==> src/rtl/apb_pkg.sv <==
// Shared APB definitions: master FSM states, bus phase encodings and the
// select-width helper used by the master and the address decoder.
package apb_pkg;

  typedef enum logic [1:0] {
    IDLE   = 2'd0,
    SETUP  = 2'd1,
    ACCESS = 2'd2,
    RESP   = 2'd3
  } apb_state_e;

  localparam logic PENABLE_SETUP  = 1'b0;
  localparam logic PENABLE_ACCESS = 1'b1;

  // A single slave still needs one index bit so the address slice is legal.
  function automatic int sel_width(input int num_slaves);
    return (num_slaves <= 2) ? 1 : $clog2(num_slaves);
  endfunction

endpackage

==> src/rtl/apb_decoder.sv <==
// Combinational address decoder: top address bits to a one-hot slave select,
// flagging indices that have no slave behind them.
module apb_decoder
  import apb_pkg::*;
#(
  parameter int ADDR_W     = 8,
  parameter int NUM_SLAVES = 4,
  parameter int SEL_W      = sel_width(NUM_SLAVES)
) (
  input  logic [ADDR_W-1:0]     addr_i,
  output logic [NUM_SLAVES-1:0] sel_o,
  output logic                  dec_err_o
);

  logic [SEL_W-1:0] idx;

  assign idx = addr_i[ADDR_W-1 -: SEL_W];

  always_comb begin
    sel_o     = '0;
    dec_err_o = 1'b1;
    for (int i = 0; i < NUM_SLAVES; i++) begin
      if (idx == SEL_W'(i)) begin
        sel_o[i]  = 1'b1;
        dec_err_o = 1'b0;
      end
    end
  end

endmodule

==> src/rtl/apb_master_mux.sv <==
// APB4 master: takes one command at a time, runs it on a shared bus with one
// select line per slave, and returns a single-cycle completion.
module apb_master_mux
  import apb_pkg::*;
#(
  parameter int ADDR_W     = 8,
  parameter int DATA_W     = 8,
  parameter int NUM_SLAVES = 4,
  parameter int TIMEOUT    = 16
) (
  input  logic                         P_clk,
  input  logic                         P_reset,
  input  logic                         cmd_valid,
  output logic                         cmd_ready,
  input  logic                         cmd_write,
  input  logic [ADDR_W-1:0]            cmd_addr,
  input  logic [DATA_W-1:0]            cmd_wdata,
  input  logic [DATA_W/8-1:0]          cmd_strb,
  output logic                         rsp_valid,
  output logic [DATA_W-1:0]            rsp_rdata,
  output logic                         rsp_err,
  output logic [NUM_SLAVES-1:0]        P_sel,
  output logic                         P_enable,
  output logic                         P_write,
  output logic [ADDR_W-1:0]            P_addr,
  output logic [DATA_W-1:0]            P_wdata,
  output logic [DATA_W/8-1:0]          P_strb,
  input  logic [NUM_SLAVES*DATA_W-1:0] P_rdata,
  input  logic [NUM_SLAVES-1:0]        P_ready,
  input  logic [NUM_SLAVES-1:0]        P_slverr
);

  localparam int SEL_W  = sel_width(NUM_SLAVES);
  localparam int STRB_W = DATA_W / 8;
  localparam int CNT_W  = (TIMEOUT > 0) ? $clog2(TIMEOUT + 1) + 1 : 1;

  apb_state_e              state_q, state_d;
  logic [NUM_SLAVES-1:0]   sel_q, sel_d;
  logic                    write_q, write_d;
  logic [ADDR_W-1:0]       addr_q, addr_d;
  logic [DATA_W-1:0]       wdata_q, wdata_d;
  logic [STRB_W-1:0]       strb_q, strb_d;
  logic [CNT_W-1:0]        cnt_q, cnt_d;
  logic [DATA_W-1:0]       rdata_q, rdata_d;
  logic                    err_q, err_d;

  logic [NUM_SLAVES-1:0]   dec_sel;
  logic                    dec_err;
  logic                    rdy_sel;
  logic                    slverr_sel;
  logic [DATA_W-1:0]       rdata_sel;

  apb_decoder #(
    .ADDR_W    (ADDR_W),
    .NUM_SLAVES(NUM_SLAVES),
    .SEL_W     (SEL_W)
  ) u_decoder (
    .addr_i   (cmd_addr),
    .sel_o    (dec_sel),
    .dec_err_o(dec_err)
  );

  // Only the slave picked at acceptance is listened to; sel_q is one-hot.
  always_comb begin
    rdy_sel    = 1'b0;
    slverr_sel = 1'b0;
    rdata_sel  = '0;
    for (int i = 0; i < NUM_SLAVES; i++) begin
      if (sel_q[i]) begin
        rdy_sel    = P_ready[i];
        slverr_sel = P_slverr[i];
        rdata_sel  = P_rdata[i*DATA_W +: DATA_W];
      end
    end
  end

  always_ff @(posedge P_clk) begin
    if (P_reset) begin
      state_q <= IDLE;
      sel_q   <= '0;
      write_q <= 1'b0;
      addr_q  <= '0;
      wdata_q <= '0;
      strb_q  <= '0;
      cnt_q   <= '0;
      rdata_q <= '0;
      err_q   <= 1'b0;
    end else begin
      state_q <= state_d;
      sel_q   <= sel_d;
      write_q <= write_d;
      addr_q  <= addr_d;
      wdata_q <= wdata_d;
      strb_q  <= strb_d;
      cnt_q   <= cnt_d;
      rdata_q <= rdata_d;
      err_q   <= err_d;
    end
  end

  always_comb begin
    state_d = state_q;
    sel_d   = sel_q;
    write_d = write_q;
    addr_d  = addr_q;
    wdata_d = wdata_q;
    strb_d  = strb_q;
    cnt_d   = cnt_q;
    rdata_d = rdata_q;
    err_d   = err_q;
    case (state_q)
      IDLE: begin
        if (cmd_valid) begin
          write_d = cmd_write;
          addr_d  = cmd_addr;
          wdata_d = cmd_wdata;
          strb_d  = cmd_write ? cmd_strb : '0;
          sel_d   = dec_sel;
          cnt_d   = '0;
          rdata_d = '0;
          err_d   = dec_err;
          state_d = dec_err ? RESP : SETUP;
        end
      end
      SETUP: state_d = ACCESS;
      ACCESS: begin
        cnt_d = cnt_q + CNT_W'(1);
        // A ready slave wins over a timeout landing on the same cycle.
        if (rdy_sel) begin
          err_d   = slverr_sel;
          rdata_d = (!write_q && !slverr_sel) ? rdata_sel : '0;
          state_d = RESP;
        end else if (TIMEOUT != 0 && cnt_d == CNT_W'(TIMEOUT)) begin
          err_d   = 1'b1;
          rdata_d = '0;
          state_d = RESP;
        end
      end
      RESP:    state_d = IDLE;
      default: state_d = IDLE;
    endcase
  end

  always_comb begin
    cmd_ready = (state_q == IDLE) && !P_reset;
    P_sel     = '0;
    P_enable  = PENABLE_SETUP;
    rsp_valid = 1'b0;
    rsp_rdata = '0;
    rsp_err   = 1'b0;
    case (state_q)
      SETUP:  P_sel = sel_q;
      ACCESS: begin
        P_sel    = sel_q;
        P_enable = PENABLE_ACCESS;
      end
      RESP: begin
        rsp_valid = 1'b1;
        rsp_rdata = rdata_q;
        rsp_err   = err_q;
      end
      default: ;
    endcase
  end

  assign P_write = write_q;
  assign P_addr  = addr_q;
  assign P_wdata = wdata_q;
  assign P_strb  = strb_q;

endmodule

==> config.mk <==
export PLATFORM = sky130hd
export DESIGN_NAME = apb_master_mux
export DESIGN_NICKNAME = d
export VERILOG_FILES = /design/src/rtl/apb_pkg.sv /design/src/rtl/apb_decoder.sv /design/src/rtl/apb_master_mux.sv
export SDC_FILE = /design/constraint.sdc
export NUM_CORES = 1
export LEC_CHECK = 0
export BUFFER_PORTS_ARGS = -buffer_cell sky130_fd_sc_hd__buf_2
export CORE_MARGIN = 4
export CORE_UTILIZATION = 40
export CTS_CLUSTER_SIZE = 25
export DETAILED_ROUTE_END_ITERATION = 8
export PLACE_DENSITY = 0.7
export SETUP_SLACK_MARGIN = 0.4
export SYNTH_ARGS = -nofsm -noshare
export SYNTH_HDL_FRONTEND = slang
export SYNTH_SLANG_ARGS = --single-unit
==> constraint.sdc <==
create_clock -name P_clk -period 2.5 [get_ports P_clk]
set_input_delay 0.25 -clock P_clk [delete_from_list [all_inputs] [get_ports P_clk]]
set_output_delay 0.25 -clock P_clk [all_outputs]
set_load 0.02 [all_outputs]
==> impl_metrics.ini <==
[critical_path]
worst-path-buf-inv = 1
critPathLaunchType = flip-flop
crit_path_end_kind = flip-flop
rr_worst_depth = 6
r2r-end = rdata_q[2]
critical_path.top_delay_family = simple AND/OR/NAND/NOR gates
path_cells = inv_1 -> ha_1 -> nand2b_1 -> o21ai_1 -> nand2b_2 -> mux2i_1
crit_fanout = 9
worstReg2RegStart = state_q[0]
r2r_slack_ns = 0.64
cpPeakStageDelay_ns = 0.39
cp_slowest_cell = nand2b_2
worstPathArrival_ns = 2.08
critPathKind = flip-flop to flip-flop
critical_path_required_ns = 2.71

[layout]
final_layout_size_suffix_gt1_frac = 0.3313
nFillCells = 466
layout.cells.non_filler = 402
antenna_cells = 0
fin_nets = 400
layout-area-overhead-vs-synth_pct = 28.92

[drt]
viasPerCell = 4.993
antenna_left = 0
remaining_drc_errors = 0
wl_per_cell_um = 13.36
dr.pass1.iters = 4
via_count = 2007
drt_iter0_markers = 74
drt_wl_total_um = 5370

[clock_tree]
cts_tree = built
clk_path_buf_depth = 2
clk_latency_ns = 0.29
postCtsHoldBufs = 0
cts-buffers-inserted = 5
clkTransAtPathRegs_ns = 0.08
clkSinkCount = 39
clockRootBuffer = clkbuf_8
h-tree-depth = 2

[grt]
use_met3 = 0.04989
top_usage_layer = met2
grt_pass1_wl_um = 8556
use_met2 = 0.3031
grt_pass1_vias = 1864
grt_overflow = 0
met1_usage = 0.1959
antenna_found_initial = 0
grt_start_max_net_pins = 24
grt.total_usage = 0.1686

[timing]
fin_tns_setup_ns = 0
finalCritPeriodShare = 0.7454
period_needed_ns = 1.864
max_freq_mhz = 536.6
setup_violations = 0
worst_pin_slew_ns = 0.7694
hold_viol = 0
drv_slew = 0
finalClockSkew_ns = 0.006801
rsz0062_at_grt = false
setup_ws_ns = 0.6365
relSlewSlack = 0.4858

[logic_synthesis]
post-synth-top-count-cell = nand2_1
synthArstFlopShare = 0
synth_area_leaders = dfxtp_1 (39%), nand2_1 (9.5%), a21oi_1 (7.2%), mux2i_1 (5.0%), and2_1 (4.0%)
ys_seq_area_frac = 0.3881
synth_top_area_cell = dfxtp_1
synth_edf_count = 0
synth_common_cells = nand2_1 (51), dfxtp_1 (39), a21oi_1 (29)
avgSynthCellArea_um2 = 8.179
syn-cell-area_mm2 = 0.002012
synthFlopType = dfxtp_1
synth_fp_nets = 312
synth_warnings = 0
synth.distinct_cells = 34
synth_top_cell_area_share = 0.3881
synth-seq-cells = 39
syn_inst = 246

[placed_design]
portBuffers = 94
place_ws_ns = 0.4017
dp.cells = 394
dpl.hpwl_um = 4117
gp_congestion = 0.7907

[floorplanning]
dieArea_mm2 = 0.006228
rows = 25
die_x_um = 78.92
io_pins = 95
die_h_um = 78.92
core-area_mm2 = 0.004786
start_util = 0.4204

[pwr]
cellLeakagePower_nw = 1.158
power.total_mw = 2.098
power_density_mw_per_mm2 = 808.7
peakVddDrop_uv = 374.7

[job]
maxCapViolCount = 0

[min_path]
hold_end = P_wdata[6]
min_from = cmd_wdata[6]
hold_path.class = input port to flip-flop
holdPathStages = 3

[run_status]
status = completed
registers in the layout, summed over array words and instances, names as in the netlist:
register	count
P_strb	1
P_write	1
rdata_q	8
cnt_q	6
sel_q	4
P_addr	8
err_q	1
P_wdata	8
state_q	2
layout by cell type (no fill, tap or decap), types with 4 or more instances in the layout:
cell,instances
mux2i_1,10
buf_2,94
nand3_1,5
dfxtp_1,39
nand2_1,51
o22ai_1,8
nor3_1,12
a21oi_1,29
ha_1,4
nand2b_1,11
a21o_1,4
nor2_1,9
clkbuf_8,5
a221oi_1,8
and2_1,13
cells by family after synthesis:
family	after synthesis	synth area share
compound gates	59	0.2071
fa+ha+maj	5	0.03109
buf+inv	19	0.04788
flops	39	0.3881
mux	10	0.04975
simple gates	114	0.2761
worst register-to-register path, delay by kind of cell (launching register included):
family	cells	cell delay [ns]
flip-flops	1	0.33
AO/OA/AOI/OAI	1	0.32
AND/OR/NAND/NOR	2	0.57
buffers and inverters	1	0.12
adder cells (fa/ha/maj)	1	0.23
multiplexers	1	0.23
layout make-up:
class,count,area [um2],area share
Clock buffer,6,72.57,0.02798
Multi-Input combinational cell,188,1140,0.4395
Inverter,3,11.26,0.004342
Clock inverter,2,12.51,0.004824
Timing Repair Buffer,97,493.0,0.1901
Tap cell,67,83.83,0.03232
Sequential cell,39,780.7,0.3010
power by group:
| part | internal, mW | total, mW | switching [mW] |
|---|---|---|---|
| clock network | 0.195 | 0.404 | 0.209 |
| logic | 0.353 | 0.933 | 0.581 |
| registers | 0.707 | 0.761 | 0.0541 |
| total | 1.25 | 2.10 | 0.844 |
through the flow:
step	cell area, um2	utilization	hold slack, ns
2_1_floorplan	2012	-	0.3860
3_3_place_gp	2504	0.5231	0.4388
3_5_place_dp	2504	0.5231	0.4443
4_1_cts	2589	0.5409	0.1888
5_1_grt	2594	0.5420	0.1860
6_report	2594	0.5420	0.1906
worst max path at each step:
| stage | startpoint | end | depth (start not counted) |
|---|---|---|---|
| after floorplan | state_q[0] | err_q | 7 |
| after global routing | state_q[1] | rdata_q[3] | 6 |
| final | state_q[0] | rdata_q[2] | 6 |
| after CTS | state_q[0] | rdata_q[2] | 5 |
| after detailed placement | state_q[0] | rdata_q[2] | 5 |
| after global placement | state_q[0] | rdata_q[1] | 5 |
what timing repair did:
item	CTS	global route
setup buffers	0	0
setup endpoints to repair	0	9
resized for setup	0	2
hold endpoints to repair	0	0
metal layers:
layer | up-vias | wire (um)
met5 | - | 0
met4 | 0 | 59
met3 | 5 | 483
met2 | 78 | 2550
met1 | 891 | 2276
li1 | 1033 | -
Note: power is estimated with default switching activity, not from simulation.
